<file path="config.mk">
export PLATFORM = sky130hd
export DESIGN_NAME = audio_input_mc
export DESIGN_NICKNAME = d
export VERILOG_FILES = /design/src/rtl/audio_input_mc.sv
export SDC_FILE = /design/constraint.sdc
export NUM_CORES = 1
export LEC_CHECK = 0
export BUFFER_PORTS_ARGS = -buffer_cell sky130_fd_sc_hd__buf_4
export CAP_MARGIN = 10
export CORE_MARGIN = 2
export CORE_UTILIZATION = 50
export CTS_CLUSTER_SIZE = 16
export DETAILED_ROUTE_END_ITERATION = 8
export PLACE_DENSITY = 0.69
export RECOVER_POWER = 100
export SETUP_SLACK_MARGIN = 0.3
export SLEW_MARGIN = 20
export SYNTH_ARGS = -nofsm -noshare
export SYNTH_HDL_FRONTEND = slang
export SYNTH_SLANG_ARGS = --single-unit
</file>
<file path="constraint.sdc">
create_clock -name clk -period 8.16 [get_ports clk]
set_input_delay 1.632 -clock clk [delete_from_list [all_inputs] [get_ports clk]]
set_output_delay 1.632 -clock clk [all_outputs]
set_load 0.03 [all_outputs]
</file>
<file path="src/rtl/audio_input_mc.sv">
// Multi-channel audio ADC front end: round-robin channel scan, unsigned-to-signed
// conversion, optional 2^AVG_LOG2 averaging, left-justified output samples.
module audio_input_mc #(
  parameter int BIT_DEPTH    = 12,
  parameter int TARGET_DEPTH = 16,
  parameter int NUM_CH       = 2,
  parameter int AVG_LOG2     = 2,
  parameter int SAMPLE_DIV   = 1000,
  parameter int CH_W         = (NUM_CH > 1) ? $clog2(NUM_CH) : 1
) (
  input  logic                    clk,
  input  logic                    rst_n,
  input  logic                    i_enable,
  output logic [CH_W-1:0]         o_adc_chsel,
  output logic                    o_adc_soc,
  input  logic                    i_adc_eoc,
  input  logic [BIT_DEPTH-1:0]    i_adc_data,
  output logic                    o_valid,
  output logic [CH_W-1:0]         o_channel,
  output logic [TARGET_DEPTH-1:0] o_sample,
  output logic                    o_overrun
);

  localparam int ACC_W = BIT_DEPTH + AVG_LOG2;
  localparam int RND_W = (AVG_LOG2 > 0) ? AVG_LOG2 : 1;
  localparam int CNT_W = $clog2(SAMPLE_DIV);
  localparam logic [CNT_W-1:0]     CNT_LAST = CNT_W'(SAMPLE_DIV - 1);
  localparam logic [CH_W-1:0]      CH_LAST  = CH_W'(NUM_CH - 1);
  localparam logic [RND_W-1:0]     RND_LAST = RND_W'((1 << AVG_LOG2) - 1);
  localparam logic [BIT_DEPTH-1:0] MSB_MASK = BIT_DEPTH'(1'b1) << (BIT_DEPTH - 1);

  typedef enum logic [2:0] {
    ST_IDLE    = 3'd0,
    ST_START   = 3'd1,
    ST_CONVERT = 3'd2,
    ST_ACCUM   = 3'd3,
    ST_OUTPUT  = 3'd4
  } state_e;

  state_e                      state_q, state_d;
  logic [CNT_W-1:0]            cnt_q, cnt_d;
  logic                        tick_s;
  logic [CH_W-1:0]             ch_q, ch_d;
  logic [RND_W-1:0]            round_q, round_d;
  logic signed [BIT_DEPTH-1:0] samp_q, samp_d;
  logic signed [ACC_W-1:0]     acc_q [NUM_CH];
  logic signed [ACC_W-1:0]     acc_d [NUM_CH];
  logic signed [ACC_W-1:0]     acc_sum [NUM_CH];
  logic                        soc_q, soc_d;
  logic [CH_W-1:0]             chsel_q, chsel_d;
  logic                        valid_q, valid_d;
  logic [CH_W-1:0]             chan_q, chan_d;
  logic [TARGET_DEPTH-1:0]     sample_q, sample_d;
  logic                        ovr_q, ovr_d;

  // Dropping the low AVG_LOG2 bits of the accumulator is the floor division by 2^AVG_LOG2.
  function automatic logic [TARGET_DEPTH-1:0] fmt_sample(input logic signed [ACC_W-1:0] a);
    logic [TARGET_DEPTH-1:0] w;
    w = TARGET_DEPTH'(a[ACC_W-1:AVG_LOG2]);
    return w << (TARGET_DEPTH - BIT_DEPTH);
  endfunction

  assign tick_s = i_enable && (cnt_q == CNT_LAST);

  always_ff @(posedge clk or negedge rst_n) begin
    if (!rst_n) begin
      state_q  <= ST_IDLE;
      cnt_q    <= {CNT_W{1'b0}};
      ch_q     <= {CH_W{1'b0}};
      round_q  <= {RND_W{1'b0}};
      samp_q   <= {BIT_DEPTH{1'b0}};
      soc_q    <= 1'b0;
      chsel_q  <= {CH_W{1'b0}};
      valid_q  <= 1'b0;
      chan_q   <= {CH_W{1'b0}};
      sample_q <= {TARGET_DEPTH{1'b0}};
      ovr_q    <= 1'b0;
      for (int i = 0; i < NUM_CH; i++) acc_q[i] <= {ACC_W{1'b0}};
    end else begin
      state_q  <= state_d;
      cnt_q    <= cnt_d;
      ch_q     <= ch_d;
      round_q  <= round_d;
      samp_q   <= samp_d;
      soc_q    <= soc_d;
      chsel_q  <= chsel_d;
      valid_q  <= valid_d;
      chan_q   <= chan_d;
      sample_q <= sample_d;
      ovr_q    <= ovr_d;
      for (int i = 0; i < NUM_CH; i++) acc_q[i] <= acc_d[i];
    end
  end

  always_comb begin
    state_d = state_q;
    if (!i_enable) begin
      state_d = ST_IDLE;
    end else begin
      case (state_q)
        ST_IDLE:    if (tick_s) state_d = ST_START; else state_d = ST_IDLE;
        ST_START:   state_d = ST_CONVERT;
        ST_CONVERT: if (i_adc_eoc) state_d = ST_ACCUM; else state_d = ST_CONVERT;
        ST_ACCUM: begin
          if (ch_q != CH_LAST)         state_d = ST_START;
          else if (round_q == RND_LAST) state_d = ST_OUTPUT;
          else                          state_d = ST_IDLE;
        end
        ST_OUTPUT:  if (ch_q == CH_LAST) state_d = ST_IDLE; else state_d = ST_OUTPUT;
        default:    state_d = ST_IDLE;
      endcase
    end
  end

  // ch_q doubles as the emission index k while in OUTPUT.
  always_comb begin
    cnt_d    = cnt_q;
    ch_d     = ch_q;
    round_d  = round_q;
    samp_d   = samp_q;
    ovr_d    = ovr_q;
    soc_d    = 1'b0;
    chsel_d  = chsel_q;
    valid_d  = 1'b0;
    chan_d   = chan_q;
    sample_d = sample_q;
    for (int i = 0; i < NUM_CH; i++) acc_sum[i] = acc_q[i];

    if (!i_enable) begin
      cnt_d   = {CNT_W{1'b0}};
      ch_d    = {CH_W{1'b0}};
      round_d = {RND_W{1'b0}};
      ovr_d   = 1'b0;
      for (int i = 0; i < NUM_CH; i++) acc_sum[i] = {ACC_W{1'b0}};
    end else begin
      if (tick_s) cnt_d = {CNT_W{1'b0}}; else cnt_d = cnt_q + CNT_W'(1'b1);
      if (tick_s && (state_q != ST_IDLE)) ovr_d = 1'b1; else ovr_d = ovr_q;
      case (state_q)
        ST_IDLE: if (tick_s) ch_d = {CH_W{1'b0}}; else ch_d = ch_q;
        ST_CONVERT: begin
          if (i_adc_eoc) samp_d = $signed(i_adc_data ^ MSB_MASK); else samp_d = samp_q;
        end
        ST_ACCUM: begin
          acc_sum[ch_q] = acc_q[ch_q] + ACC_W'(samp_q);
          if (ch_q != CH_LAST) begin
            ch_d = ch_q + CH_W'(1'b1);
          end else begin
            ch_d = {CH_W{1'b0}};
            if (round_q == RND_LAST) round_d = {RND_W{1'b0}};
            else                     round_d = round_q + RND_W'(1'b1);
          end
        end
        ST_OUTPUT: if (ch_q != CH_LAST) ch_d = ch_q + CH_W'(1'b1); else ch_d = {CH_W{1'b0}};
        default: ch_d = ch_q;
      endcase
    end

    for (int i = 0; i < NUM_CH; i++) acc_d[i] = acc_sum[i];

    if (state_d == ST_START) begin
      soc_d   = 1'b1;
      chsel_d = ch_d;
    end else begin
      soc_d   = 1'b0;
      chsel_d = chsel_q;
    end

    // Outputs are registered one cycle ahead of the OUTPUT state they belong to.
    if (state_d == ST_OUTPUT) begin
      valid_d      = 1'b1;
      chan_d       = ch_d;
      sample_d     = fmt_sample(acc_sum[ch_d]);
      acc_d[ch_d]  = {ACC_W{1'b0}};
    end else begin
      valid_d  = 1'b0;
      chan_d   = chan_q;
      sample_d = sample_q;
    end
  end

  assign o_adc_soc   = soc_q;
  assign o_adc_chsel = chsel_q;
  assign o_valid     = valid_q;
  assign o_channel   = chan_q;
  assign o_sample    = sample_q;
  assign o_overrun   = ovr_q;

endmodule
</file>
### Word-level counts from Yosys, hierarchy flattened

Cells that the tools add are included.
W data, S select, Z words.

* eq/ne operators: 11
* add/sub/neg operators: 4
* order comparisons: 4
* bitwise operators: 5
* muxes and demuxes: 35
* reduce and logical (&&, ||, !) cells: 9

Operators with widths (count)
* $mux W14: 8
* $mux W28: 3
* $and A28 B28 Y28: 1
* $bwmux W28: 1
* $demux W14 S1: 2
* $not A28 Y28: 1
* $mux W10: 2
* $pmux W3 S5: 1
* $add A14 B12 Y14: 1
* $mux W3: 4
* $add A10 B1 Y10 const B: 1
* $eq A10 B10 Y1 const B: 1
* $mux W1: 9
* $mux W2: 4
* $eq A3 B1 Y1 const B: 2
* $eq A3 B2 Y1 const B: 2
* $eq A3 B3 Y1 const B: 2
* $ne A2 B1 Y1 const B: 3
* $ge A2 B2 Y1 const B: 2
* $logic_and A1 B1 Y1: 4
* $lt A2 B1 Y1 const B: 2
* $not A1 Y2: 2
* $logic_not A3 Y1: 1
* $reduce_and A3 Y1: 1
* other kinds (8): 8

* word-level logic and storage cells: 81
* output and inout port bits: 21
* input bits: 16
* register bits: 73

### Depth between registers and ports, before layout

Gate-level depths: netlist of run 1.

* depth after elaboration: 13
* depth in mapped cells: 12
* mapped depth without buffers: 11

### Worst setup path before layout of run 1

No wires, ideal clock.

* path kind: input-to-reg
* start point: in i_enable
* end point: reg sample_q[4] (netlist: o_sample[4])
* stages: 7
* arrival: 3.043 ns
* setup time: 0.125 ns
* path slack: 4.992 ns
* path through: buf_2 -> or4b_4 -> nor4_4 -> o21bai_2 -> buf_6 -> mux2i_1 -> mux2_2

* longest elaborated chain between the ends: 8
* elaborated cells on any way between the ends: 13

RTL lines
* start: declaration: RTL line 13 `input logic i_enable,`
* $logic_and A1 B1 Y1: RTL line 63 `assign tick_s = i_enable && (cnt_q == CNT_LAST);`
* $mux W1: RTL line 139 `ST_IDLE: if (tick_s) ch_d = {CH_W{1'b0}}; else ch_d = ch_q;`
* $pmux W1 S2: RTL line 138 `case (state_q)`
* $mux W1: RTL line 129 `if (!i_enable) begin`
* $not A1 Y2 (not written as such): RTL line 172 `sample_d = fmt_sample(acc_sum[ch_d]);`
* $mux W14 (not written as such) (3 in series): RTL line 172
* end signal: assignment: RTL line 76 `sample_q <= {TARGET_DEPTH{1'b0}};`
* end signal: assignment: RTL line 89 `sample_q <= sample_d;`
* end: declaration: RTL line 53 `logic [TARGET_DEPTH-1:0] sample_q, sample_d;`

Parallel ways exist; a longest one is shown, timed or not. The select of a mux whose other input is x is not followed.
A chain may end at the register's enable or synchronous reset.

==> metrics, run 1 <==
worst setup path start=rst_n; count of buffers from port buffering=32; initial DRC count=187; Worst slew margin=-153%; vias in the first global route=3102; Clock transition at path regs=0.07 ns; largest stage delay on the critical path=2.63 ns; wire length of the first global-routing pass=15500 um; count of cells resized by post-cts repair=0; die outline area=8930 um^2; worst-path maximum fanout=73; final count of hold timing violations=0; Slowest-stage cell, CP=clkbuf_1; overall die height=94.5 um; Core Rows=33; Placement Cell Area=4330 um^2; NetSw=0.172 mW; CP bufs+invs=1; number of sinks on the clock net=73; async set-reset flop share out of synthesis=100%; largest area contributor in the netlist=dfrtp_1; Finished Core Util=54.2%; peak clock frequency supported by timing=0.212 GHz; overflow left after global routing=0; Final Routed Wirelength=9090 um; cell type group with the largest total delay on the critical path=buffers and inverters; data required time at the worst endpoint=7.74 ns; Layout Area Growth over Synthesis=7.12%; clock insertion delay at the later pin of the skew report=0.34 ns; destination of the worst register-to-register timing path=o_sample[15]; global placer's final weighted congestion=0.880; unrepaired setup endpoints after global routing=false; result of the run=complete, but fails checks; peak ir drop on the vdd network=0.0680 mV; total standard cell area after synthesis=4100 um^2; switching power as a share of total power=24.8%; critical setup path kind=primary input to asynchronous set/reset pin; Finish-stage setup viols=0; Inserted Clock Buffers=9; final critical-path required period=4.71 ns; number of pins exceeding their max-slew limit in the final report=74; violations in the final reports=max-capacitance violations, max-slew violations; cell internal pwr=0.520 mW; DIE WIDTH=94.5 um; master cell of the clock root buffer=clkbuf_8; capturing instance or port of the critical path=acc_q[6]; effective utilization at floorplan=50.6%; placeable core area=8090 um^2; share of total power in the clock network=38.0%; number of cell instances on the worst register-to-register path=5; yosys warns=0; minimum hold slack=0.494 ns; leading cell types by count after synthesis=dfrtp_1 (73), nor2_1 (46), nand2_1 (35), a21oi_1 (30), mux2_2 (26); Antenna Nets Post-Route=0; pin count of the biggest net entering global routing=74; cell-by-cell trace of the critical path=clkbuf_1; library cell with the highest instance count after synthesis=dfrtp_1; share of cells above drive strength 1=14.3%; final design area excluding fillers=4390 um^2; flip-flop and latch count after synthesis=73; areal power density over the cells=158 nW/um^2; worst-case clock skew=0.00540 ns; share of power burned in registers=54.3%; WL per Instance=16.6 um; number of DRC violations after detailed routing=0; antenna cells=0; total via count after detailed routing=3088; number of cells produced by synthesis=415; cell types with the largest area share after synthesis=dfrtp_1 (45%), mux2_2 (7.1%), ha_1 (4.6%), nor2_1 (4.2%), a21oi_1 (3.7%); Post-CTS Hold Buffers=0; net count of the finished layout=469; buffer depth of the longest clock path=2; post-route clock period utilization=57.7%; sequential area share after synthesis=44.6%; arrival time at the worst endpoint=4.29 ns; pin slew with the least headroom to its limit=3.79 ns; setup slack on the worst flop-to-flop path=4.33 ns; max-cap violations=1; combinational share of power=7.7%; area share of the leading cell type in the synthesized netlist=44.6%; number of buffers inserted to repair setup after CTS=0; type of element launching the critical path=primary input; HPWL reported at the end of detailed placement=6540 um; synth unique cells=66; Vias per Instance=5.66; predominant post-synthesis flop cell=dfrtp_1; first-pass iteration count of the detailed router=5; Static Leakage=1.98 nW; crit end category=asynchronous set/reset pin; number of synthesized flops with an enable pin=0; count of boundary I/O pins=37; TritonCTS clock tree=done; type of the most critical hold path=register to register; sum of negative setup slack=0 ns; initial antenna violation count=0; launch point of the worst reg-to-reg path=ch_q; H-tree level count=3; Global Route Usage Sum=22.8%; cell depth of the worst setup path=1; per-instance average area after synthesis=9.87 um^2
## cells by family (layout without fill, tap and decap cells)
kind of cell    count (synthesis)  count (layout)  synth area share (%)
buf+inv                        36              59                  4.86
flops                          73              73                  44.6
mux                            30              30                  8.12
simple gates                  146             146                  18.2
fa+ha+maj                      16              16                  5.07
other cells                     1               4                0.0915
xor+xnor                       19              19                  4.06
compound gates                 94              94                  15.0
## area by class of cell
type	instances	area (um^2)
inverters	10	38.8
well taps	105	131
clock buffers	13	169
clock inverters	2	12.5
repair buffers	34	180
fillers	762	3700
flip-flops and latches	73	1830
multi-input cells	309	2030
## worst min path at each step
| stage | slack (ns) | end | depth (start not counted) | startpoint |
|---|---|---|---|---|
| global placement | 0.48 | o_sample[5] | 2 | o_sample[5] |
| floorplan | 0.46 | cnt_q[0] | 1 | cnt_q[0] |
| finish | 0.49 | round_q[0] | 1 | round_q[0] |
| detailed placement | 0.48 | round_q[0] | 1 | round_q[0] |
| CTS | 0.50 | round_q[0] | 1 | round_q[0] |
| global route | 0.53 | round_q[0] | 1 | round_q[0] |
## registers in the layout (all words and copies together), names as in the netlist
register / cells
acc_q: 28
ch_q: 1
cnt_q: 10
o_adc_chsel: 1
o_adc_soc: 1
o_channel: 1
o_overrun: 1
o_sample: 12
o_valid: 1
round_q: 2
samp_q: 12
state_q: 3
## metal layers
| metal | track usage (%) | up-vias | wire length, um | part of all wire [%] |
|---|---|---|---|---|
| met3 | 3.99 | 11 | 377 | 4.1 |
| li1 | - | 1508 | - | - |
| met5 | 0 | - | 0 | 0 |
| met1 | 32.5 | 1485 | 4430 | 49 |
| met2 | 35.3 | 84 | 4140 | 46 |
| met4 | 7.61 | 0 | 144 | 1.6 |
## per-stage QoR
stage / setup WS (ns) / total power, mW / std cells
floorplan: 4.99 / 0.417 / 418
global placement: 4.66 / 0.440 / 531
detailed placement: 4.58 / 0.442 / 531
CTS: 4.63 / 0.704 / 546
global route: 2.57 / 0.725 / 546
finish: 3.45 / 0.692 / 546
## power groups by stage
stage	registers, mW	clock network, mW	logic (mW)
floorplan	0.389	0	0.0280
global placement	0.382	0	0.0578
detailed placement	0.383	0	0.0587
CTS	0.376	0.269	0.0589
global route	0.377	0.289	0.0598
finish	0.376	0.263	0.0532
## cell usage in the layout (no fill, tap or decap), drive strengths merged, types with 3 or more instances in the layout
master,netlist,layout
a21oi,31,31
a221o,3,3
a22oi,3,3
a31oi,9,9
and3,7,7
buf,21,14
clkbuf,5,33
conb,1,4
dfrtp,73,73
ha,15,15
inv,9,9
mux2,26,26
mux2i,4,4
nand2,38,38
nand2b,4,4
nand3,14,14
nand3b,3,3
nor2,50,50
nor2b,6,6
nor3,7,7
nor3b,3,3
o21a,3,3
o21ai,19,19
o22ai,5,5
o31ai,4,4
or2,3,3
xnor2,9,9
xor2,10,10
(Power assumes the default switching activity.)
==> inputs of run 2 (changes only) <==
--- a/config.mk
+++ b/config.mk
@@ -5,13 +5,14 @@
 export SDC_FILE = /design/constraint.sdc
 export NUM_CORES = 1
 export LEC_CHECK = 0
+export ABC_AREA = 1
 export BUFFER_PORTS_ARGS = -buffer_cell sky130_fd_sc_hd__buf_4
 export CAP_MARGIN = 10
 export CORE_MARGIN = 2
 export CORE_UTILIZATION = 50
 export CTS_CLUSTER_SIZE = 16
 export DETAILED_ROUTE_END_ITERATION = 8
-export PLACE_DENSITY = 0.69
+export PLACE_DENSITY = 0.71
 export RECOVER_POWER = 100
 export SETUP_SLACK_MARGIN = 0.3
 export SLEW_MARGIN = 20
==> constraint.sdc (replaced) <==
create_clock -name clk -period 4.1 [get_ports clk]
set_input_delay 0.82 -clock clk [delete_from_list [all_inputs] [get_ports clk]]
set_output_delay 0.82 -clock clk [all_outputs]
set_load 0.03 [all_outputs]
==> run 2 against run 1 <==
The flow still finishes with violations (max-capacitance violations, max-slew violations). Final cell count increased by 31%. Clock-buffer cell count shrank 3. Non-clock buffer count shrank 2. Synthesized cell count grew 39%. Critical endpoint unchanged.
==> metrics, run 2 <==
DIE WIDTH=98.2 um; crit end category=register; max-cap violations=1; number of sinks on the clock net=73; sum of negative setup slack=0 ns; first-pass iteration count of the detailed router=6; per-instance average area after synthesis=7.72 um^2; H-tree level count=3; count of boundary I/O pins=37; result of the run=complete, but fails checks; final critical-path required period=3.46 ns; Fillers=871; Post-CTS Hold Buffers=0; peak clock frequency supported by timing=0.289 GHz; data required time at the worst endpoint=4.36 ns; total standard cell area after synthesis=4440 um^2; critical setup path kind=primary input to register; post-route clock period utilization=84.3%; count of buffers from port buffering=32; largest area contributor in the netlist=dfrtp_1; number of DRC violations after detailed routing=0; final count of hold timing violations=0; Finish-stage setup viols=0; area share of the leading cell type in the synthesized netlist=41.2%; most common cell after layout, fill and taps aside=nand2_1; Clock transition at path regs=0.08 ns; effective utilization at floorplan=51.1%; clock insertion delay at the later pin of the skew report=0.37 ns; library cell with the highest instance count after synthesis=nand2_1; Vias per Instance=5.27; worst-path maximum fanout=22; leading cell types by count after synthesis=nand2_1 (177), inv_1 (78), dfrtp_1 (73), nor2_1 (37), a21oi_1 (31); HPWL reported at the end of detailed placement=7720 um; flip-flop and latch count after synthesis=73; count of cells resized by post-cts repair=0; initial DRC count=156; TritonCTS clock tree=done; placeable core area=8680 um^2; number of buffers inserted to repair setup after CTS=0; overall die height=98.2 um; total via count after detailed routing=3773; cell types with the largest area share after synthesis=dfrtp_1 (41%), nand2_1 (15%), inv_1 (6.6%), ha_1 (4.2%), a21oi_1 (3.5%); overflow left after global routing=0; type of element launching the critical path=primary input; arrival time at the worst endpoint=3.71 ns; buffer depth of the longest clock path=2; async set-reset flop share out of synthesis=100%; Worst slew margin=-23.7%; areal power density over the cells=295 nW/um^2; share of cells above drive strength 1=9.70%; violations in the final reports=max-capacitance violations, max-slew violations; predominant post-synthesis flop cell=dfrtp_1; Final Routed Wirelength=10700 um; pin slew with the least headroom to its limit=1.86 ns; synth unique cells=48; leading cell types in the layout, fill and taps excluded=nand2_1 (181), inv_1 (81), dfrtp_1 (73), nor2_1 (39), a21oi_1 (31); Reg with most FFs=acc_q; Finished Core Util=55.0%; Inserted Clock Buffers=9; antenna cells=0; initial antenna violation count=0; WL per Instance=15.0 um; pin count of the biggest net entering global routing=74; type of the most critical hold path=register to register; peak ir drop on the vdd network=0.193 mV; Global Route Usage Sum=23.2%; number of cells produced by synthesis=575; net count of the finished layout=635; max reg flops=28; Static Leakage=2.61 nW; unrepaired setup endpoints after global routing=false; Core Rows=34; number of synthesized flops with an enable pin=0; number of pins exceeding their max-slew limit in the final report=74; yosys warns=0; global placer's final weighted congestion=0.898; Layout Area Growth over Synthesis=7.53%; sequential area share after synthesis=41.2%; Antenna Nets Post-Route=0; wire length of the first global-routing pass=17700 um; worst-case clock skew=0.0144 ns; master cell of the clock root buffer=clkbuf_8; die outline area=9640 um^2; vias in the first global route=3722
## run 2: metrics by stage
stage	instance area [um^2]	total power, mW	std cells	hold WS (ns)	setup slack, ns
after floorplan	4450	0.759	578	0.425	1.88
after global placement	4710	0.785	700	0.444	1.11
after detailed placement	4710	0.786	700	0.449	1.11
after CTS	4920	1.42	716	0.459	1.07
after global routing	4770	1.45	716	0.492	0.446
final	4770	1.41	716	0.455	0.642
## run 2: power breakdown
group / switching [mW] / leakage, nW / internal, mW
clock: 0.295 / 0.107 / 0.345
combinational: 0.0334 / 1.49 / 0.0116
sequential: 0.00155 / 1.01 / 0.722
## run 2: final timing paths
check | to | cells after the start | startpoint | slack [ns]
max in group asynchronous | samp_q[8] | 1 | rst_n | 2.04
hold / removal | cnt_q[0] | 1 | cnt_q[0] | 0.46
hold reg to reg | cnt_q[0] | 1 | cnt_q[0] | 0.46
min in group asynchronous | cnt_q[5] | 1 | rst_n | 0.94
setup / recovery | acc_q[6] | 11 | i_enable | 0.64
setup reg to reg | o_sample[10] | 15 | ch_q | 0.88
## run 2: logic make-up (layout without fill, tap and decap cells)
| kind of cell | after synthesis | in the layout | share of synthesized area (%) |
|---|---|---|---|
| and+or+nand+nor | 286 | 286 | 30.1 |
| buffers and inverters | 107 | 137 | 10.3 |
| muxes | 10 | 10 | 2.54 |
| adders and majority gates | 16 | 16 | 4.68 |
| xor gates and xnor gates | 7 | 7 | 1.38 |
| AOI/OAI and AO/OA | 75 | 75 | 9.76 |
| DFF | 73 | 73 | 41.2 |
| other | 1 | 4 | 0.0845 |
## run 2: cell type report
| class | count | area, um^2 | share of cell area [%] |
|---|---|---|---|
| Inverter | 89 | 342 | 7.16 |
| Clock buffer | 10 | 128 | 2.68 |
| Clock inverter | 6 | 90.1 | 1.89 |
| Tap cell | 108 | 135 | 2.83 |
| Multi-Input combinational cell | 398 | 2080 | 43.6 |
| Sequential cell | 73 | 1830 | 38.3 |
| Timing Repair Buffer | 32 | 170 | 3.57 |
## run 2: critical path: stages
cell      delay, ns
clkbuf_1       0.43
inv_2          0.44
nor2_1         0.09
nand3_1        0.17
nand2_1        0.08
nand2_1        0.21
nand2_1        0.25
nor2_1         0.66
inv_1          0.35
nand2_1        0.15
inv_1          0.05
## run 2: metal layers
metal  vias up  global-route usage (%)  share of wire, %
li1       1876                       -                 -
met1      1796                    29.6                44
met2        82                    39.6                50
met3        19                    3.15               3.5
met4         0                    10.1               2.3
met5         -                       0                 0
==> inputs of run 3 (changes only) <==
==> constraint.sdc (replaced) <==
create_clock -name clk -period 2.9 [get_ports clk]
set_input_delay 0.58 -clock clk [delete_from_list [all_inputs] [get_ports clk]]
set_output_delay 0.58 -clock clk [all_outputs]
set_load 0.03 [all_outputs]
==> run 3 against run 2 <==
The flow still finishes with violations (max-capacitance violations, max-slew violations). Clock power up 20%. Sequential share of layout area is 0.49 points lower. Global-route usage grew 0.40 points. Final cell count up 0.70%. Largest cell class unchanged. Highest routed layer unchanged.
==> metrics, run 3 (synthesized netlist as in run 2, its figures left out) <==
result of the run=complete, but fails checks; violations in the final reports=max-capacitance violations, max-slew violations; peak ir drop on the vdd network=0.214 mV; post-route clock period utilization=88.7%; number of DRC violations after detailed routing=0; antenna cells=0; Core Rows=34; master cell of the clock root buffer=clkbuf_8; most common cell after layout, fill and taps aside=nand2_1; worst slack at placement=0.370 ns; count of boundary I/O pins=37; data required time at the worst endpoint=3.16 ns; Reg with most FFs=acc_q; share of cells above drive strength 1=11.6%; Final Routed Wirelength=10700 um; sum of negative setup slack=0 ns; HPWL reported at the end of detailed placement=7900 um; final count of hold timing violations=0; first-pass iteration count of the detailed router=5; DIE WIDTH=98.2 um; crit end category=register; WL per Instance=14.8 um; wire length of the first global-routing pass=18300 um; global placer's final weighted congestion=1.03; pin count of the biggest net entering global routing=74; Post-CTS Hold Buffers=0; storage element area=1830 um^2; die outline area=9640 um^2; effective utilization at floorplan=51.1%; final critical-path required period=2.57 ns; Clock transition at path regs=0.08 ns; Layout Area Growth over Synthesis=8.91%; net count of the finished layout=640; H-tree level count=3; initial DRC count=242; Finish-stage setup viols=0; clock insertion delay at the later pin of the skew report=0.37 ns; Worst slew margin=-23.3%; areal power density over the cells=385 nW/um^2; type of element launching the critical path=primary input; overflow left after global routing=0; Vias per Instance=5.36; type of the most critical hold path=primary input to register; placeable core area=8680 um^2; vias in the first global route=3922; max reg flops=28; buffer depth of the longest clock path=2; critical setup path kind=primary input to register; unrepaired setup endpoints after global routing=true; peak clock frequency supported by timing=0.389 GHz; TritonCTS clock tree=done; worst-path maximum fanout=21; combined area of the multi-input logic cells=2150 um^2; Inserted Clock Buffers=9; pin slew with the least headroom to its limit=1.85 ns; number of pins exceeding their max-slew limit in the final report=74; max-cap violations=1; Fillers=868; Antenna Nets Post-Route=0; Static Leakage=2.62 nW; initial antenna violation count=0; count of buffers from port buffering=32; worst-case clock skew=0.0133 ns; PnR worst setup slack=0.327 ns; total via count after detailed routing=3865; overall die height=98.2 um; arrival time at the worst endpoint=2.83 ns; leading cell types in the layout, fill and taps excluded=nand2_1 (177), inv_1 (80), dfrtp_1 (73), nor2_1 (38), a21oi_1 (31); number of sinks on the clock net=73; Global Route Usage Sum=23.6%
==> run 3: area by class of cell <==
| class | count | area share, % |
|---|---|---|
| Multi-Input combinational cell | 398 | 44.4 |
| Sequential cell | 73 | 37.8 |
| Inverter | 89 | 7.04 |
| Timing Repair Buffer | 37 | 4.14 |
| Tap cell | 108 | 2.80 |
| Clock buffer | 9 | 2.56 |
| Clock inverter | 7 | 1.24 |
==> run 3: repair_timing <==
action                     4_1_cts  5_1_grt
setup endpoints to repair        0        8
resized for setup                0        4
setup buffers                    0        0
==> run 3: metrics by stage <==
stage / utilization [%] / cell area [um^2] / cells / power, mW / hold slack [ns]
6_report: 55.7 / 4830 / 721 / 1.86 / 0.422
5_1_grt: 55.7 / 4830 / 721 / 1.93 / 0.445
4_1_cts: 56.8 / 4930 / 721 / 1.89 / 0.395
3_5_place_dp: 54.7 / 4740 / 705 / 1.11 / 0.450
3_3_place_gp: 54.7 / 4740 / 705 / 1.11 / 0.444
2_1_floorplan: - / 4450 / 578 / 1.07 / 0.284
==> run 3: power breakdown <==
| group | switching (mW) | total (mW) | internal [mW] |
|---|---|---|---|
| combinational | 0.0491 | 0.0664 | 0.0173 |
| sequential | 0.00225 | 1.02 | 1.02 |
| clock | 0.446 | 0.771 | 0.325 |
| total | 0.498 | 1.86 | 1.36 |
==> run 3: path summary, 6_finish.rpt <==
kind | from | end | slack (ns) | depth (start not counted)
setup / recovery | i_enable | acc_q[0] | 0.33 | 7
hold / removal | i_adc_data[11] | samp_q[11] | 0.42 | 2
setup reg to reg | ch_q | o_sample[11] | 0.48 | 15
hold reg to reg | cnt_q[0] | cnt_q[0] | 0.46 | 1
max in group asynchronous | rst_n | samp_q[1] | 1.10 | 1
min in group asynchronous | rst_n | cnt_q[5] | 0.73 | 1
==> run 3: critical path, stage by stage <==
cell and delay [ns]:
clkbuf_1 0.10, clkbuf_1 0.93, nand2_4 0.30, nor2_2 0.46, inv_1 0.28, nand2_1 0.12, inv_1 0.04
==> run 3: metal layers <==
layer | track usage, % | routed length (um) | share of wire (%)
met3 | 3.51 | 461 | 4.3
met4 | 11.6 | 387 | 3.6
met1 | 30.3 | 4560 | 43
met2 | 39.2 | 5300 | 49
met5 | 0 | 0 | 0
